### src/rtl/sqrt_iter.sv
// Multi-cycle unsigned integer square root, non-restoring, one root bit per cycle (+ optional fraction bits).
// Latency WIDTH/2+FRAC_WIDTH+2 cycles from go to a one-cycle done pulse; go must stay high or the op aborts.
module sqrt_iter #(
    parameter int WIDTH      = 32,
    parameter int FRAC_WIDTH = 0
) (
    input  logic                             clk,
    input  logic                             reset,
    input  logic                             go,
    input  logic [WIDTH-1:0]                 in,
    output logic [WIDTH-1:0]                 out,
    output logic [WIDTH/2+FRAC_WIDTH:0]      rem,
    output logic                             done
);
    localparam int RW = WIDTH/2 + FRAC_WIDTH;
    localparam int AW = 2*RW;
    localparam int CW = $clog2(RW) + 1;

    if (WIDTH < 2 || (WIDTH % 2) != 0 || FRAC_WIDTH < 0 || FRAC_WIDTH > WIDTH/2) begin : g_bad_param
        $error("sqrt_iter: illegal WIDTH/FRAC_WIDTH combination");
    end

    typedef enum logic [1:0] {ST_IDLE, ST_RUN, ST_FIX, ST_DONE} state_t;

    state_t          state;
    logic [AW-1:0]   a;
    logic [RW-1:0]   q;
    logic [RW+1:0]   r;
    logic [CW-1:0]   cnt;

    logic [RW+1:0]   left;
    logic [RW+1:0]   right;
    logic [RW+1:0]   r_step;
    logic [RW:0]     q_shift;
    logic [RW+1:0]   r_fix;
    logic [WIDTH-1:0] out_n;

    // Sign of the partial remainder selects add vs. subtract; the new root bit is its complement.
    always_comb begin
        left    = {r[RW-1:0], a[AW-1 -: 2]};
        right   = {q, r[RW+1], 1'b1};
        r_step  = r[RW+1] ? (left + right) : (left - right);
        q_shift = {q, ~r_step[RW+1]};
        r_fix   = r[RW+1] ? (r + {1'b0, q, 1'b1}) : r;
        out_n   = '0;
        out_n[RW-1:0] = q;
    end

    always_ff @(posedge clk or posedge reset) begin
        if (reset) begin
            state <= ST_IDLE;
            a     <= '0;
            q     <= '0;
            r     <= '0;
            cnt   <= '0;
            out   <= '0;
            rem   <= '0;
            done  <= 1'b0;
        end else begin
            done <= 1'b0;
            case (state)
                ST_IDLE: begin
                    if (go) begin
                        a     <= AW'(in) << (2*FRAC_WIDTH);
                        q     <= '0;
                        r     <= '0;
                        cnt   <= '0;
                        state <= ST_RUN;
                    end
                end
                ST_RUN: begin
                    if (!go) begin
                        state <= ST_IDLE;
                    end else begin
                        r   <= r_step;
                        q   <= q_shift[RW-1:0];
                        a   <= a << 2;
                        cnt <= cnt + CW'(1);
                        if (cnt == CW'(RW-1))
                            state <= ST_FIX;
                    end
                end
                ST_FIX: begin
                    if (!go) begin
                        state <= ST_IDLE;
                    end else begin
                        r     <= r_fix;
                        out   <= out_n;
                        rem   <= r_fix[RW:0];
                        done  <= 1'b1;
                        state <= ST_DONE;
                    end
                end
                ST_DONE: begin
                    state <= ST_IDLE;
                end
                default: state <= ST_IDLE;
            endcase
        end
    end
endmodule

### config.mk
export PLATFORM = sky130hd
export DESIGN_NAME = sqrt_iter
export DESIGN_NICKNAME = d
export VERILOG_FILES = /design/src/rtl/sqrt_iter.sv
export SDC_FILE = /design/constraint.sdc
export NUM_CORES = 1
export LEC_CHECK = 0
export CAP_MARGIN = 20
export CORE_ASPECT_RATIO = 0.7
export CORE_MARGIN = 3
export CORE_UTILIZATION = 35
export CTS_BUF_LIST = sky130_fd_sc_hd__clkbuf_16
export DETAILED_ROUTE_END_ITERATION = 7
export GPL_TIMING_DRIVEN = 0
export PLACE_DENSITY = 0.53
export SYNTH_ARGS = -nofsm -noshare
export SYNTH_HDL_FRONTEND = slang
export SYNTH_SLANG_ARGS = --single-unit
### constraint.sdc
create_clock -name clk -period 3.6 [get_ports clk]
set_input_delay 0.36 -clock clk [delete_from_list [all_inputs] [get_ports clk]]
set_output_delay 0.36 -clock clk [all_outputs]
set_load 0.005 [all_outputs]
==> run summary, run 1 <==
The tree is rooted in a clkbuf_16. The pre-CTS setup slack is -0.281 ns. The number of buffers added by the clock tree synthesis step is 9, and the insertion delay of the later-clocked pin in the worst-skew pair is 0.37 ns. After clock tree synthesis, the flow added hold-fix buffers numbering 0.

The portion of synthesized cell area occupied by the leading cell type is 40.7%. Setup repair after global routing left no endpoint under its margin. Yosys mapped a number of flops with a built-in enable equal to 0. In the synthesized netlist, the number of instances is 719.

Y dimension of the die: 121 microns. Library cell occupying the most area in the post-synthesis netlist: dfrtp_1. STA classifies the critical path endpoint as a flop. For this run, the number of Yosys warnings is 0. The average instance area after synthesis is 9.14 sq um, and the minimum setup slack among reg-to-reg paths is 0.30 ns. Once placement finished, the instance area stood at 7630 sq um. The flow ran to the end, and the final reports show no timing, DRC or antenna violations. The longest clock path from root to sink contains 2 buffers. The first-pass GRT wire length is 30400 microns. The design draws 0.00693 W. The routed length per instance was 17.8 microns.

After the first detailed-routing iteration, the DRC count stood at 445. Setup violations remaining at the end of the flow were counted as 0. The number of different library cells used by synthesis comes to 58. The die is 170 microns wide. The tools report the wire length reported by the detailed router as 18800 microns.

Routability-driven placement finished with a final weighted congestion of 0.935. The tools report the HPWL after detailed placement as 14200 microns. In the synthesized netlist the dominant register cell turns out to be dfrtp_1. The power per unit of standard cell area works out to 875 nW/um^2. The final worst setup slack is 0.297 ns, and the initial core utilization is 36.1%.

For this block, the via count after detailed routing is 5614. The share of flip-flops with an asynchronous set or reset was 100%; the register clock-pin slew on the reported worst setup and hold paths was 0.07 ns. Counting tap cells, the placed design contains a total of 1039 instances. The transition time at the pin with the least slew margin came out at 0.929 ns. For the worst setup path, the data arrival time is 3.56 ns. Port buffering added 68 buffers. The leakage power is 3.61 nW. Across the run, the number of max-cap violations was 0. The net total in the final layout was 888. Along the worst path, the maximum fanout reaches 19. In the final layout, the multi-input gates occupy 3610 sq um. Required time reported for the critical path endpoint: 3.86 ns. The filler cells instantiated in the layout total 1758. The floorplan step defined a die boundary enclosing 20500 sq um. The total overflow left after global routing is 0.

The H-tree was split into 3 levels. Number of flip-flops and latches in the synthesized netlist: 107. By instance count, the leading cell after synthesis is nand2_1.

The clock net in this run drives a total of 107 sinks. The layout cell share with drive strength beyond 1 works out to 5.39%. The mapped cell area was 6570 sq um; the number of buffers added for setup after CTS was 0.

The tools report the category of the worst setup path launch point as a flop. The part of the cycle the worst path needs is 91.7%, and the count of endpoints failing hold in the final timing report is 0. The tools report the register area as 2680 sq um. TritonCTS built the clock tree.

The number of ports placed on the die boundary was 85; the mean number of vias per cell was 5.33. The worst-case IR drop observed on VDD is 0.000338 V. In the routed design, unresolved DRC markers number 0. In the global route stage, overall resource usage came out at 19.0%. Number of nets with antenna violations after routing: 0.

The final number of max-transition violations was 0. Before antenna repair, the detailed router went through 5 iterations. Across the routed clock network, the largest skew measured is 0.0118 ns.

The logs give 0 for the total inserted antenna cells and 5553 for the via count of the first global-routing pass. In the post-synthesis netlist, the biggest area contributors are dfrtp_1, nand2_1, ha_1, mux2i_1, o21ai_0. The number of antenna violations at the first check in global routing is 0, and the row count is 41. Measured against its own limit, the worst slew margin works out to 37.8%. From synthesis to final layout, the design area changed by 20.6%. The tools report the highest clock frequency the design can meet as 303 MHz.

The largest net degree at the start of global routing is 68. The sequential area share after synthesis is 40.7%, and the number of cells in the finished layout apart from fillers is 1053. The placeable core area came out at 18200 sq um. Hold timing on the final database bottoms out at a slack of 0.407 ns.

Path category of the worst min-delay check: in -> async. Total non-filler cell area in the finished layout: 7930 sq um. In the synthesized netlist, the cells that appear most often are nand2_1, dfrtp_1, o21ai_0, mux2i_1, ha_1. Path type of the worst setup path: reg -> reg.

The clock period could shrink to 3.30 ns.
-- cells by family after synthesis --
| group | after synthesis | share of synthesized area (%) |
|---|---|---|
| AND/OR/NAND/NOR | 206 | 13.4 |
| AO/OA/AOI/OAI | 198 | 19.4 |
| flip-flops | 107 | 40.7 |
| buffers and inverters | 74 | 5.24 |
| XOR/XNOR | 46 | 6.13 |
| multiplexers | 46 | 7.03 |
| adder cells (fa/ha/maj) | 41 | 7.92 |
| other | 1 | 0.0571 |
-- registers in the layout, indices dropped and copies added (netlist names) --
register,count
cnt,5
done,1
a,32
q,16
state,2
out,16
rem,17
r,18
-- layout by cell type, fill, tap and decap left out, types with 5 or more instances in the layout --
cell and count:
buf_1 7, xor2_1 11, conb_1 16, o21ai_1 13, clkbuf_1 25, a22o_1 16, o21ai_0 63, a21o_1 11
nand2_1 134, clkdlybuf4s50_1 68, o221ai_1 5, nor3_1 10, buf_4 17, dfrtp_1 107, clkbuf_16 9, inv_1 18
mux2i_1 45, nand4_1 6, nor2_1 27, ha_1 40, a211oi_1 8, a22oi_1 5, xnor2_1 35, o21a_1 10
nand3_1 11, a21oi_1 32
-- worst paths after layout --
kind,endpoint,from,cells past startpoint
worst max-delay path,r[16],r[17],11
worst min-delay path,a[27],reset,2
worst max register to register,r[16],r[17],11
worst min register to register,out[13],out[13],2
max in group asynchronous,r[13],reset,3
min in group clk,out[13],out[13],2
-- metal layers --
layer  track usage, %  share of wire (%)  up-vias
li1                 -                  -     2686
met1             29.1                 51     2747
met2             26.7                 42      160
met3             4.15                6.1       21
met4             5.01                1.4        0
met5                0                  0        -
-- what timing repair did --
item                       in CTS  in global routing
gates resized for setup         3                  1
setup endpoints to repair       4                  3
cloned                          0                  0
-- metrics by stage --
step | TNS (ns) | utilization, %
after global placement | -147.76 | 41.8
after global routing | 0 | 43.5
final | 0 | 43.5
after detailed placement | -0.547 | 41.9
after CTS | 0 | 43.6
after floorplan | 0 | -
-- final cells by class --
cell class | instances | share of cell area [%]
Clock buffer | 9 | 2.84
Inverter | 20 | 0.979
Buffer | 52 | 3.39
Clock inverter | 7 | 0.868
Timing Repair Buffer | 69 | 8.93
Tap cell | 236 | 3.72
Multi-Input combinational cell | 553 | 45.5
Sequential cell | 107 | 33.8
-- worst max-delay path: stages (launching register included) --
cell       delay (ns)
dfrtp_1          0.45
buf_6            0.21
buf_4            0.36
xnor2_1          0.17
ha_1             0.28
nor2b_4          0.15
o31ai_2          0.30
a2111oi_1        0.18
or3_4            0.43
a41o_1           0.28
a211o_1          0.30
o311ai_1         0.08
-- power breakdown --
group | internal [W] | total (W) | switching, W
Sequential | 0.00160 | 0.00192 | 0.000329
Combinational | 0.00169 | 0.00398 | 0.00229
Clock | 0.000539 | 0.00103 | 0.000492
Power figures use the tool's default switching activity.
==> inputs of run 2 (changes only) <==
- ABC_AREA: default -> 1
- PLACE_DENSITY: 0.53 -> 0.52
==> run 2 against run 1 <==
  * Worst hold slack better by 0.039 ns
  * Count of clock-buffer cells in the layout did not move
  * Cell count grew 24%
  * Critical path depth rose by 4
  * Critical path type unchanged
  * Largest power group unchanged
  * Routed wire length rose by 8.1%
==> run summary, run 2 <==
The flow ran to the end, and the final reports show no timing, DRC or antenna violations. For the count of unique library cells instantiated by Yosys, the log shows 43 (-26%). The layout overhead on the synthesized area came out at 20.0%.

Leaving out fill and tap cells, the most frequent cells in the layout are nand2_1, dfrtp_1, inv_1, clkdlybuf4s50_1, nand3_1. The number of ports placed on the die boundary came out at 85 (unchanged). The die area is 21500 sq um (+4.7%), and the number of flip-flops under the largest register name is 32 (unchanged).

The worst voltage drop across the vdd grid was 0.000344 V (+1.5%). The tools report the sequential area share after synthesis as 38.8% (-1.9 points). End point of the critical path: q[0]. The part of the cycle the worst path needs is 81.7% (-10 points).

The layout cell share with drive strength beyond 1 was 7.77% (+2.4 points); the number of max-cap violations was 0 (unchanged). The depth of the worst register-to-register path is 15 (+4), and the count of vias placed by the detailed router is 6225 (+11%). The count of endpoints failing hold in the final timing report was 0 (unchanged); the portion of synthesized cell area occupied by the leading cell type was 38.8% (-1.9 points). The initial core utilization was 36.1% (about the same). The run gives 943 (+31%) as the synthesized instance count. The worst hold path belongs to the class in -> async. The count of flip-flops with a built-in enable after synthesis is 0 (unchanged), and the wire length reported by the detailed router is 20300 microns (+8.1%). Setup repair after global routing left no endpoint under its margin. The library cell used most frequently in the layout, excluding fill and tap cells, is nand2_1.

The tools report the register area as 2680 sq um (unchanged). The run gives 0 (-3) as the count of cells resized by post-cts repair. First-pass iteration count of the detailed router: 5 (unchanged). The register clock-pin slew on the reported worst setup and hold paths is 0.08 ns (about the same), and the met3 layer wire length in the routed design is 1320 microns (+16%). In the final layout, the registers with the most flip-flops are a (32), r (18), rem (17). The number of warning messages in the yosys log is 0 (unchanged). The number of nets with antenna violations after routing was 0 (unchanged); the number of antenna violations at the first check in global routing was 0 (unchanged). Leakage power: 4.11 nW (+14%).

The tools report the number of sinks handled by clock tree synthesis as 107 (unchanged). The DRC marker count from the first detailed-route iteration is 434 (-2.5%), and the HPWL after detailed placement is 15800 microns (+11%). Sorting the synthesized cells by how often they occur yields nand2_1, dfrtp_1, inv_1, nand3_1, nor2_1. The run gives 0 (unchanged) as the total inserted antenna cells. For the placeable core area, the log shows 19100 sq um (+5.0%). The category of the worst setup path launch point is a flop.

The insertion delay of the later-clocked pin in the worst-skew pair was 0.36 ns (about the same); the transition time at the pin with the least slew margin was 0.702 ns (-0.227 ns). The average instance area after synthesis works out to 7.31 sq um (-20%). Path type of the worst setup path: reg -> reg. The run gives 0.659 ns (+0.362 ns) as the final worst setup slack.

The number of filler instances in the final layout was 1998 (+14%); the pre-CTS setup slack was 0.704 ns (+0.985 ns). The routed length per instance was 15.5 microns (-13%); the y dimension of the die was 123 microns (+2.3%). TritonCTS built the clock tree. The power per unit of standard cell area is 800 nW/um^2 (-8.5%), and the clock tree buffer depth is 2 (unchanged). The final worst clock skew came out at 0.0121 ns (+0.000360 ns). The most instantiated library cell after synthesis is nand2_1.

The tools report the first-pass GRT wire length as 31300 microns (+2.8%). Most instantiated flip-flop cell in the synthesis netlist: dfrtp_1. The die width is 174 microns (+2.4%).

Library cell occupying the most area in the post-synthesis netlist: dfrtp_1. The tools report the required time reported for the critical path endpoint as 3.84 ns (-0.02 ns). Row count: 42 (+2.4%).

The startpoint identified for the worst register-to-register timing path is r[17]. The logs give 0.00663 W (-4.4%) for the final total power and 0 (unchanged) for the total grt overflow. The met1 wire length is 11700 microns (+23%). The number of buffers added by the clock tree synthesis step was 9 (unchanged); the total number of H-tree levels was 3 (unchanged).

The area taken by multi-input logic gates came out at 3630 sq um (+0.69%). The total track usage is 18.9% (-0.12 points). The worst register-to-register path ends at q[0]. The logs give 0 (unchanged) for the count of hold-fix buffers inserted at cts and 340 MHz (+12%) for the highest clock frequency the design can meet. For the worst relative slew slack, the log shows 53.2% (+15 points). For the minimum setup slack among reg-to-reg paths, the log shows 0.66 ns (+0.36 ns).

The run gives 0 (unchanged) as the remaining routing DRC violations. The tree is rooted in a clkbuf_16. The worst setup path is captured at a flop.

Share of flip-flops with an asynchronous set or reset: 100% (unchanged). The clock period minus final worst setup slack works out to 2.94 ns (-0.362 ns). The run gives 0 (unchanged) as the number of buffers added for setup after CTS. The tools report the final number of max-transition violations as 0 (unchanged). Mean number of vias per cell: 4.76 (-11%). The most critical setup path has its startpoint at r[17].

The endpoint arrival time on the critical path is 3.18 ns (-0.38 ns), and the amount of wire on met2 after detailed routing is 7130 microns (-8.8%). The final number of setup-violating endpoints was 0 (unchanged). In the post-synthesis netlist, the biggest area contributors are dfrtp_1, nand2_1, ha_1, inv_1, nand3_1.

The via count of the first global-routing pass came out at 5455 (-1.8%). The highest layer touched by signal routing is met4. The net total in the final layout was 1114 (+25%); the number of port buffers was 68 (unchanged).

The run gives 60 (-12%) as the largest net degree at the start of global routing. Largest register by flop count: a. The tools report the routability-driven placement congestion ratio as 0.883 (-5.5%).

The mapped cell area is 6900 sq um (+5.0%), and the top fanout value on the critical path is 10 (-9). The number of flip-flops and latches in the synthesized netlist was 107 (unchanged).
## run 2: cells by family after synthesis
kind of cell             count (synthesis)  synth area share, %
buffers and inverters                  148                 9.34
other                                    1               0.0544
flip-flops                             107                 38.8
adder cells (fa/ha/maj)                 41                 7.55
XOR/XNOR                                19                 2.41
AND/OR/NAND/NOR                        483                 29.7
multiplexers                             1                0.145
AO/OA/AOI/OAI                          143                 11.9
## run 2: area by class of cell
class	instances	share of cell area, %
buffer	49	3.26
clock buffer	9	2.72
clock inverter	7	0.725
inverter	99	4.55
multi-input combinational	703	43.9
sequential	107	32.3
tap	264	3.99
timing repair buffer	69	8.55
## run 2: report_power, final
part	total, W	internal (W)	switching [W]
registers	0.00193	0.00161	0.000314
clock network	0.000991	0.000485	0.000507
logic	0.00371	0.00139	0.00232
total	0.00663	0.00349	0.00314
## run 2: worst min path at each step
stage               endpoint  slack, ns  cells past startpoint
floorplan               a[0]       0.45                      2
global placement     rem[15]       0.46                      2
detailed placement   rem[16]       0.47                      2
CTS                    a[22]       0.46                      2
global route           a[22]       0.50                      2
finish                 a[22]       0.45                      2
## run 2: through the flow
| stage | TNS (ns) | util (%) | hold WS, ns | instance area (sq um) | std cells |
|---|---|---|---|---|---|
| floorplan | 0 | - | 0.449 | 6950 | 958 |
| finish | 0 | 43.3 | 0.446 | 8280 | 1307 |
| global placement | -154.32 | 41.6 | 0.462 | 7960 | 1290 |
| CTS | 0 | 43.3 | 0.457 | 8280 | 1307 |
| detailed placement | 0 | 41.8 | 0.466 | 7990 | 1291 |
| global route | 0 | 43.3 | 0.499 | 8280 | 1307 |
## run 2: metal layers
layer	track usage [%]	vias to the layer above
li1	-	3217
met4	3.16	0
met2	23.4	179
met1	32.7	2819
met3	3.10	10
met5	0	-
## run 2: worst max-delay path, cell delays in order (launching register included)
cell	delay, ns
dfrtp_1	0.34
buf_2	0.23
buf_2	0.32
buf_2	0.32
xnor2_1	0.23
ha_1	0.32
a21oi_1	0.26
nand2_1	0.08
nand2_1	0.07
nand3_2	0.11
nand2_1	0.09
nand2_1	0.05
nand2_1	0.08
nand2_1	0.14
nand2_1	0.10
o21ai_0	0.09
==> inputs of run 3 (changes only) <==
- clock period: 3.6 -> 2.78 ns (I/O delays scaled with it)
==> run 3 against run 2 <==
  * Via count up 0.79%
  * Register-to-register slack lost 0.37 ns
  * Design area is 0.60% higher
  * Sequential share of layout area shrank 0.19 points
  * Sequential cell count did not move
  * Power grew 30%
  * Worst setup slack got worse by 0.37 ns
  * Critical path type unchanged
==> run summary, run 3 (synthesized netlist as in run 2, its figures left out) <==
The logs give 0 (unchanged) for the total grt overflow and 3.04 ns (-0.80 ns) for the required time reported for the critical path endpoint. The number of buffers added by the clock tree synthesis step came out at 9 (unchanged). Ranked by flip-flop count, first place goes to a. The number of nets with antenna violations after routing is 0 (unchanged), and the total inserted antenna cells is 0 (unchanged).

The number of filler instances in the final layout was 2057 (+3.0%); the mean number of vias per cell was 4.80 (+0.71%). The run gives 0 (unchanged) as the final number of max-transition violations. The worst setup path is of the reg -> reg kind.

The tools report the worst voltage drop across the vdd grid as 0.000395 V (+15%). The run gives 21500 sq um (unchanged) as the die area. The worst setup path is launched from a flop. For the worst hold slack across all endpoints, the log shows 0.178 ns (-0.269 ns). The tools report the worst relative slew slack as 56.4% (+3.2 points). TritonCTS built the clock tree. The largest registers in the layout are a (32), r (18), rem (17). The peak per-stage delay on the critical path was 0.37 ns (+0.03 ns). The tools report the routability-driven placement congestion ratio as 0.883 (about the same). The leakage power was 4.13 nW (+0.40%); the fraction of power spent switching nets was 47.5% (+0.091 points). The number of port buffers is 68 (unchanged). The remaining routing DRC violations was 0 (unchanged); the net total in the final layout was 1115 (+0.090%). The number of sinks handled by clock tree synthesis is 107 (unchanged), and the power per unit of standard cell area is 1040 nW/um^2 (+30%). The count of vias placed by the detailed router is 6274 (+0.79%). For the count of endpoints failing hold in the final timing report, the log shows 0 (unchanged). The final worst clock skew came out at 0.0143 ns (+0.00222 ns).

The library cells used most frequently in the layout, excluding fill and tap cells, are nand2_1, dfrtp_1, inv_1, clkdlybuf4s50_1, nand3_1. The run finished with clean final reports. The run gives 5664 (+3.8%) as the via count of the first global-routing pass. The routed length per instance is 15.7 microns (+1.1%). The run gives 19100 sq um (unchanged) as the placeable core area.

The transition time at the pin with the least slew margin was 0.654 ns (-0.0481 ns); the final number of setup-violating endpoints was 0 (unchanged). The layout cell share with drive strength beyond 1 was 8.14% (+0.38 points); the share of total power in the clock network was 15.2% (+0.2 points). The root buffer cell chosen for the clock tree is clkbuf_16. The library cell used most frequently in the layout, excluding fill and tap cells, is nand2_1. The top fanout value on the critical path is 19 (+9), and the clock period minus final worst setup slack is 2.50 ns (-0.446 ns). The tools report the number of antenna violations at the first check in global routing as 0 (unchanged). The die width is 174 microns (unchanged). The HPWL after detailed placement was 16000 microns (+1.6%); the number of flip-flops under the largest register name was 32 (unchanged). For the number of max-cap violations, the log shows 0 (unchanged). Clock tree buffer depth: 2 (unchanged). The logs give 401 MHz (+18%) for the highest clock frequency the design can meet and 36.1% (unchanged) for the initial core utilization. The tools report the endpoint arrival time on the critical path as 2.75 ns (-0.43 ns). The insertion delay of the later-clocked pin in the worst-skew pair is 0.37 ns (about the same). The DRC marker count from the first detailed-route iteration is 370 (-15%).

The total track usage came out at 19.4% (+0.51 points). The part of the cycle the worst path needs came out at 89.8% (+8.1 points). The portion of total power attributed to combinational logic came out at 55.8% (-0.2 points).

The slowest stage of the critical path belongs to the cell ha_1. The signal on the critical path passes through buf_2 -> buf_4 -> xnor2_1 -> ha_1 -> nand2_1 -> o21ai_2 -> nand2_1 -> nand2_1 -> nand2_1 -> nand3_1 -> nand2_1 -> nand3_1 -> nand2_1 -> nand2_1 -> nand2_1. The net switching power figure was 0.00410 W (+31%); the register clock-pin slew on the reported worst setup and hold paths was 0.09 ns (about the same). Number of ports placed on the die boundary: 85 (unchanged). The tools report the part of the power in registers as 29.0% (about the same). The path category of the worst min-delay check was in -> async. The wire length reported by the detailed router came out at 20500 microns (+1.2%). The run gives 42 (unchanged) as the row count. Final total power: 0.00864 W (+30%).

The tools report the first-pass GRT wire length as 32300 microns (+3.1%). The worst setup path is captured at a flop. Counting stages on the worst path, the most repeated cell is nand2_1.

Y dimension of the die: 123 microns (unchanged). The run gives 0 (unchanged) as the count of hold-fix buffers inserted at cts. The layout overhead on the synthesized area was 20.8%; the largest net degree at the start of global routing was 41 (-32%).

Setup repair after global routing left no endpoint under its margin. The cell-internal power is 0.00453 W (+30%), and the total number of H-tree levels is 3 (unchanged). The first-pass iteration count of the detailed router was 5 (unchanged).
[run 3: cell count changes in the layout (fill, tap and decap cells not counted), sizes merged]
cell / delta
buf: +1
clkinv: +1
inv: -1
[run 3: stage by stage]
stage          util (%)  cell area, sq um  setup slack [ns]  TNS [ns]  instances
2_1_floorplan         -              6960             0.457         0        958
3_3_place_gp       41.7              7970           -0.0942    -0.153       1290
3_5_place_dp       42.0              8030           -0.0859    -0.145       1293
4_1_cts            43.5              8330            0.0879         0       1309
5_1_grt            43.5              8330            0.0357         0       1308
6_report           43.5              8330             0.285         0       1308
[run 3: layer usage]
| layer | part of all wire [%] | vias to the layer above | GRT usage [%] |
|---|---|---|---|
| li1 | - | 3217 | - |
| met3 | 5.1 | 8 | 3.59 |
| met4 | 0.63 | 0 | 3.31 |
| met2 | 36 | 151 | 23.9 |
| met1 | 58 | 2898 | 33.5 |
| met5 | 0 | - | 0 |
[run 3: layout make-up]
class	count	area, sq um	area share, %
Multi-Input combinational cell	703	3640	43.7
Sequential cell	107	2680	32.1
Timing Repair Buffer	71	741	8.89
Inverter	99	378	4.54
Tap cell	264	330	3.97
Buffer	48	268	3.21
Clock buffer	9	225	2.70
Clock inverter	7	67.6	0.811
[run 3: path summary, 6_finish.rpt]
path / slack (ns) / to / from / cells after the start
worst max-delay path: 0.28 / r[10] / r[17] / 15
worst min-delay path: 0.18 / a[22] / reset / 2
worst max register to register: 0.28 / r[10] / r[17] / 15
worst min register to register: 0.48 / rem[16] / rem[16] / 2
max in group asynchronous: 1.92 / r[15] / reset / 4
min in group clk: 0.48 / a[27] / in[27] / 3
[run 3: critical path, delay by kind of cell, from the launching register on]
| kind | cells | cell delay, ns |
|---|---|---|
| simple gates | 10 | 0.82 |
| buf+inv | 2 | 0.55 |
| xor+xnor | 1 | 0.12 |
| flops | 1 | 0.33 |
| fa+ha+maj | 1 | 0.37 |
| compound gates | 1 | 0.18 |
[run 3: repair_timing]
item | 4_1_cts | 5_1_grt
setup endpoints to repair | 5 | 9
resized for setup | 2 | 3
setup buffers | 0 | 0
cloned | 0 | 0
pin swaps | 0 | 0
[run 3: power groups by stage]
stage | combinational [W] | clock, W | sequential [W]
after global placement | 0.00475 | 0 | 0.00251
after CTS | 0.00482 | 0.00135 | 0.00249
after detailed placement | 0.00479 | 0 | 0.00251
final | 0.00482 | 0.00131 | 0.00250
after floorplan | 0.00333 | 0 | 0.00240
after global routing | 0.00551 | 0.00140 | 0.00257
